[config.mk]
export PLATFORM = sky130hd
export DESIGN_NAME = alu_issue_stage
export DESIGN_NICKNAME = d
export VERILOG_FILES = /design/src/rtl/alu_issue_stage.sv
export SDC_FILE = /design/constraint.sdc
export NUM_CORES = 1
export LEC_CHECK = 0
export BUFFER_PORTS_ARGS = -buffer_cell sky130_fd_sc_hd__buf_2
export CORE_MARGIN = 5
export CORE_UTILIZATION = 47
export CTS_BUF_LIST = sky130_fd_sc_hd__clkbuf_8
export DETAILED_ROUTE_END_ITERATION = 10
export GPL_ROUTABILITY_DRIVEN = 0
export PLACE_DENSITY = 0.82
export RECOVER_POWER = 25
export REMOVE_ABC_BUFFERS = 1
export SYNTH_ARGS = -nofsm -noshare
export SYNTH_HDL_FRONTEND = slang
export SYNTH_SLANG_ARGS = --single-unit
export TNS_END_PERCENT = 10
[constraint.sdc]
create_clock -name i_clk -period 2.8 [get_ports i_clk]
set_input_delay 0.14 -clock i_clk [delete_from_list [all_inputs] [get_ports i_clk]]
set_output_delay 0.14 -clock i_clk [all_outputs]
set_load 0.05 [all_outputs]
[src/rtl/alu_issue_stage.sv]
// ID->EX issue register: decodes a MIPS instruction into an ALU op code plus operands,
// and holds them for EX under stall/flush control. Define ALU_ISSUE_FWD_EN to add a forwarding port.
`ifndef ALU_ADD
`define ALU_NOP  4'h0
`define ALU_ADD  4'h1
`define ALU_ADDU 4'h2
`define ALU_SUB  4'h3
`define ALU_SUBU 4'h4
`define ALU_AND  4'h5
`define ALU_OR   4'h6
`define ALU_XOR  4'h7
`define ALU_NOR  4'h8
`define ALU_SLT  4'h9
`define ALU_SLTU 4'hA
`define ALU_SLL  4'hB
`define ALU_SRL  4'hC
`define ALU_SRA  4'hD
`define ALU_LUI  4'hE
`endif

module alu_issue_stage #(
  parameter int DW  = 32,
  parameter int RAW = 5
) (
  input  logic           i_clk,
  input  logic           i_rst,
  input  logic           i_valid,
  input  logic [31:0]    i_instr,
  input  logic [DW-1:0]  i_rs_data,
  input  logic [DW-1:0]  i_rt_data,
`ifdef ALU_ISSUE_FWD_EN
  input  logic           i_fwd_wen,
  input  logic [RAW-1:0] i_fwd_waddr,
  input  logic [DW-1:0]  i_fwd_wdata,
`endif
  input  logic           i_stall,
  input  logic           i_flush,
  output logic           o_valid,
  output logic [3:0]     o_aluc,
  output logic [DW-1:0]  o_alu_r,
  output logic [DW-1:0]  o_alu_s,
  output logic [RAW-1:0] o_wreg_addr,
  output logic           o_wreg_en,
  output logic           o_illegal
);

  logic [5:0]  op, funct;
  logic [4:0]  rs, rt, rd, shamt;
  logic [15:0] imm;

  assign op    = i_instr[31:26];
  assign rs    = i_instr[25:21];
  assign rt    = i_instr[20:16];
  assign rd    = i_instr[15:11];
  assign shamt = i_instr[10:6];
  assign funct = i_instr[5:0];
  assign imm   = i_instr[15:0];

  logic [DW-1:0] rs_src, rt_src;

`ifdef ALU_ISSUE_FWD_EN
  // Bypass a write-back still in flight; $0 is never forwarded.
  always_comb begin
    rs_src = i_rs_data;
    rt_src = i_rt_data;
    if (i_fwd_wen && (i_fwd_waddr != '0) && (i_fwd_waddr == RAW'(rs))) rs_src = i_fwd_wdata;
    if (i_fwd_wen && (i_fwd_waddr != '0) && (i_fwd_waddr == RAW'(rt))) rt_src = i_fwd_wdata;
  end
`else
  assign rs_src = i_rs_data;
  assign rt_src = i_rt_data;
`endif

  logic           dec_legal;
  logic [3:0]     dec_aluc;
  logic [DW-1:0]  dec_r, dec_s;
  logic [RAW-1:0] dec_dest;
  logic [DW-1:0]  imm_sx, imm_zx;

  assign imm_sx = {{(DW-16){imm[15]}}, imm};
  assign imm_zx = {{(DW-16){1'b0}}, imm};

  always_comb begin
    dec_legal = 1'b0;
    dec_aluc  = `ALU_NOP;
    dec_r     = '0;
    dec_s     = '0;
    dec_dest  = '0;
    if (op == 6'h00) begin
      dec_legal = 1'b1;
      dec_dest  = RAW'(rd);
      dec_r     = rs_src;
      dec_s     = rt_src;
      case (funct)
        6'h20: dec_aluc = `ALU_ADD;
        6'h21: dec_aluc = `ALU_ADDU;
        6'h22: dec_aluc = `ALU_SUB;
        6'h23: dec_aluc = `ALU_SUBU;
        6'h24: dec_aluc = `ALU_AND;
        6'h25: dec_aluc = `ALU_OR;
        6'h26: dec_aluc = `ALU_XOR;
        6'h27: dec_aluc = `ALU_NOR;
        6'h2A: dec_aluc = `ALU_SLT;
        6'h2B: dec_aluc = `ALU_SLTU;
        6'h00, 6'h02, 6'h03: begin
          dec_aluc = (funct == 6'h00) ? `ALU_SLL : (funct == 6'h02) ? `ALU_SRL : `ALU_SRA;
          dec_r    = {{(DW-5){1'b0}}, shamt};
        end
        6'h04, 6'h06, 6'h07: begin
          dec_aluc = (funct == 6'h04) ? `ALU_SLL : (funct == 6'h06) ? `ALU_SRL : `ALU_SRA;
          dec_r    = {{(DW-5){1'b0}}, rs_src[4:0]};
        end
        default: begin
          dec_legal = 1'b0;
          dec_r     = '0;
          dec_s     = '0;
        end
      endcase
    end else if (op[5:3] == 3'b001) begin
      dec_legal = 1'b1;
      dec_dest  = RAW'(rt);
      dec_r     = rs_src;
      case (op[2:0])
        3'h0: begin dec_aluc = `ALU_ADD;  dec_s = imm_sx; end
        3'h1: begin dec_aluc = `ALU_ADDU; dec_s = imm_sx; end
        3'h2: begin dec_aluc = `ALU_SLT;  dec_s = imm_sx; end
        3'h3: begin dec_aluc = `ALU_SLTU; dec_s = imm_sx; end
        3'h4: begin dec_aluc = `ALU_AND;  dec_s = imm_zx; end
        3'h5: begin dec_aluc = `ALU_OR;   dec_s = imm_zx; end
        3'h6: begin dec_aluc = `ALU_XOR;  dec_s = imm_zx; end
        default: begin
          // The ALU applies the <<16 for LUI.
          dec_aluc = `ALU_LUI;
          dec_r    = '0;
          dec_s    = imm_zx;
        end
      endcase
    end
  end

  logic           valid_q, valid_d;
  logic [3:0]     aluc_q, aluc_d;
  logic [DW-1:0]  r_q, r_d, s_q, s_d;
  logic [RAW-1:0] waddr_q, waddr_d;
  logic           wen_q, wen_d;
  logic           illegal_q, illegal_d;

  always_comb begin
    valid_d   = valid_q;
    aluc_d    = aluc_q;
    r_d       = r_q;
    s_d       = s_q;
    waddr_d   = waddr_q;
    wen_d     = wen_q;
    illegal_d = illegal_q;
    if (i_flush) begin
      // Flush beats stall; payload is left as-is since nothing consumes it.
      valid_d   = 1'b0;
      wen_d     = 1'b0;
      illegal_d = 1'b0;
    end else if (!i_stall) begin
      valid_d   = i_valid;
      aluc_d    = dec_aluc;
      r_d       = dec_r;
      s_d       = dec_s;
      waddr_d   = dec_dest;
      wen_d     = i_valid & dec_legal & (dec_dest != '0);
      illegal_d = i_valid & ~dec_legal;
    end
  end

  always_ff @(posedge i_clk or posedge i_rst) begin
    if (i_rst) begin
      valid_q   <= 1'b0;
      aluc_q    <= 4'h0;
      r_q       <= '0;
      s_q       <= '0;
      waddr_q   <= '0;
      wen_q     <= 1'b0;
      illegal_q <= 1'b0;
    end else begin
      valid_q   <= valid_d;
      aluc_q    <= aluc_d;
      r_q       <= r_d;
      s_q       <= s_d;
      waddr_q   <= waddr_d;
      wen_q     <= wen_d;
      illegal_q <= illegal_d;
    end
  end

  assign o_valid     = valid_q;
  assign o_aluc      = aluc_q;
  assign o_alu_r     = r_q;
  assign o_alu_s     = s_q;
  assign o_wreg_addr = waddr_q;
  assign o_wreg_en   = wen_q;
  assign o_illegal   = illegal_q;

endmodule
==> flow_summary.ini <==
[worst_setup_path]
critPathLaunchType = input pin
rrSetupSlack_ns = 1.94
ff2ff_path_depth = 2
r2r_end = o_illegal
worstSetupStartpoint = i_instr[29]
worstSetupEndpointType = flip-flop
crit_fanout = 27
crit_required_ns = 3.05
crit_type = in -> reg
arrival_ns = 2.15
cp-endpoint = o_alu_r[12]
r2r-start = o_illegal

[drt]
routedWlPerCell_um = 17.3
vias = 3498
dr.pass1.iters = 5
wl_mm = 10.9
post_drt_via_cell_ratio = 5.54
drc_errors = 0
ant_nets = 0
dr.first_iter.drc_count = 177

[yosys]
yosys_warnings = 0
synthCells = 369
yosys.area.top_type = dfrtp_1
synthTopCellsByArea = dfrtp_1 53%, a21oi_1 9.3%, nand2_1 6.2%, o221a_2 5.4%, nor2_1 2.8%
syn_area_um2 = 3570
ys_types = 44
syn_avg_cell_area_um2 = 9.67
synth-seq-area-share_pct = 53.3
synth_top_area_share_pct = 53.3
ys_seq_elements = 76

[clock_tree]
postCtsSetupRepairBufs = 0
cts_tree = done
h-tree-depth = 3
holdBufCountCts = 1
clk_latency_ns = 0.34
cts_buffers = 9
cts_buffer_depth = 2
ctsResizeCount = 0
numClockSinks = 76
cts-root-buf = clkbuf_8
path_clk_slew_ns = 0.08

[sta]
setup_viol = 0
rsz0062_at_grt = no
fin_skew_ns = 0
fin_crit_ns = 1.90
slew_headroom_pct = 22.8
tightest_slew_ns = 1.16
fmax_mhz = 526
min_period_over_period_pct = 67.9
slew_viol_final = 0
hold_viol = 0

[power]
p_per_area_nw_per_um2 = 616
p_sw_mw = 1.11
p_seq_share_pct = 44.6
p_int_mw = 1.72
p_comb_share_pct = 29.6
total_power_mw = 2.83
leakage_nw = 2.10
clock_power_share_pct = 25.8
peakVddDrop_mv = 0.320
p_sw_share_pct = 39.1

[cells_and_area]
fin_cells = 631
fillCellCount = 665
layout_commonest_cell = buf_2
syn_to_final_growth_pct = 28.7
register_area_um2 = 1900
multi_input_area_um2 = 1530
utilization_pct = 62.6
fin_nets = 628
final_cell_mix = 115 x buf_2, 76 x dfrtp_1, 66 x a21oi_1
drive_gt1_share_pct = 31.4
diodes = 0

[run]
max_cap_violations = 0

[grt]
antenna_found_initial = 1
grt_pass1_wl_mm = 17.9
grt-ovfl-total = 0
grt_pass1_vias = 3608
grt_max_degree = 53
grt_usage_pct = 23.0

[floorplanning]
die_y_um = 97.1
die_w_um = 97.1
rows = 31
start_util_pct = 48.7
dieArea_um2 = 9440
pin_count = 177
coreArea_um2 = 7330

[outcome]
status = completed

[placed_design]
placed_cells = 614
numPortBuffers = 171
dp.final_hpwl_mm = 7.99

[hold_path]
hold_class = in -> reg
[per-layer routing]
| metal | vias up | GRT usage (%) | share of wire (%) |
|---|---|---|---|
| met2 | 166 | 38.9 | 49 |
| li1 | 1668 | - | - |
| met1 | 1649 | 27.5 | 39 |
| met5 | - | 0 | 0.064 |
| met3 | 13 | 8.04 | 10 |
| met4 | 2 | 7.13 | 1.3 |
[area by class of cell]
| type | count | share of cell area [%] |
|---|---|---|
| clock inverters | 7 | 0.981 |
| clock buffers | 9 | 2.70 |
| well taps | 99 | 2.70 |
| multi-input cells | 257 | 33.4 |
| flip-flops and latches | 76 | 41.4 |
| repair buffers | 179 | 18.5 |
| inverters | 4 | 0.354 |
[per-stage QoR]
| stage | setup TNS (ns) | hold slack (ns) | worst slack (ns) | area [um2] |
|---|---|---|---|---|
| CTS | 0 | 0.0132 | 0.910 | 4660 |
| floorplan | -1.09 | 0.206 | -0.218 | 3430 |
| global placement | 0 | 0.339 | 0.610 | 4480 |
| finish | 0 | 0.0281 | 0.900 | 4590 |
| global route | 0 | 0.0174 | 0.760 | 4590 |
| detailed placement | 0 | 0.352 | 0.548 | 4480 |
[logic make-up (layout without fill, tap and decap cells)]
logic type	Yosys count	in the layout	synth area share (%)
and+or+nand+nor	127	127	17.5
AOI/OAI and AO/OA	127	127	24.0
buffers and inverters	36	199	4.38
DFF	76	76	53.3
muxes	3	3	0.842
[sequential cells by signal (all words and copies together), names as in the netlist]
signal / cells
o_illegal: 1
o_alu_s: 32
o_aluc: 4
o_valid: 1
o_wreg_addr: 5
o_wreg_en: 1
o_alu_r: 32
[cell usage after synthesis (all sizes together)]
library cell and instances:
a31o 2, a221oi 3, dfrtp 76, nor4 2, and3b 2, buf 10, a311oi 1, o22ai 1
nand4 17, or4 3, nand2b 3, o311a 1, nor2b 3, nand2 59, a22oi 7, o2111ai 3
inv 4, mux2i 3, a21oi 66, a211oi 3, or3b 2, nor3b 1, nand3 1, or3 2
o31ai 2, or2 1, a32oi 5, o221a 17, o21ai 12, nor2 27, nor3 3, a41o 1
o211ai 1, and2 1, clkbuf 22, a31oi 2
[power by group through the flow]
stage	Combinational (mW)	Sequential (mW)	Clock [mW]
finish	0.838	1.26	0.730
global route	0.893	1.28	0.806
CTS	0.866	1.26	0.752
detailed placement	0.865	1.28	0
global placement	0.852	1.27	0
floorplan	0.202	1.67	0
[worst min path at each step]
| stage | from | endpoint | slack [ns] | cells past startpoint |
|---|---|---|---|---|
| global placement | i_rst | o_alu_r[16] | 0.34 | 2 |
| CTS | i_rs_data[10] | o_alu_r[10] | 0.01 | 3 |
| floorplan | i_flush | o_valid | 0.21 | 1 |
| finish | i_rs_data[10] | o_alu_r[10] | 0.03 | 3 |
| detailed placement | i_rst | o_alu_r[16] | 0.35 | 2 |
| global route | i_rs_data[30] | o_alu_r[30] | 0.02 | 3 |
[critical path, cell delays in order]
cell	delay, ns
buf_2	0.11
or4_4	0.55
nor4_4	0.61
a311oi_4	0.47
a21oi_1	0.26
No activity file was read; power rests on OpenSTA's default activity.
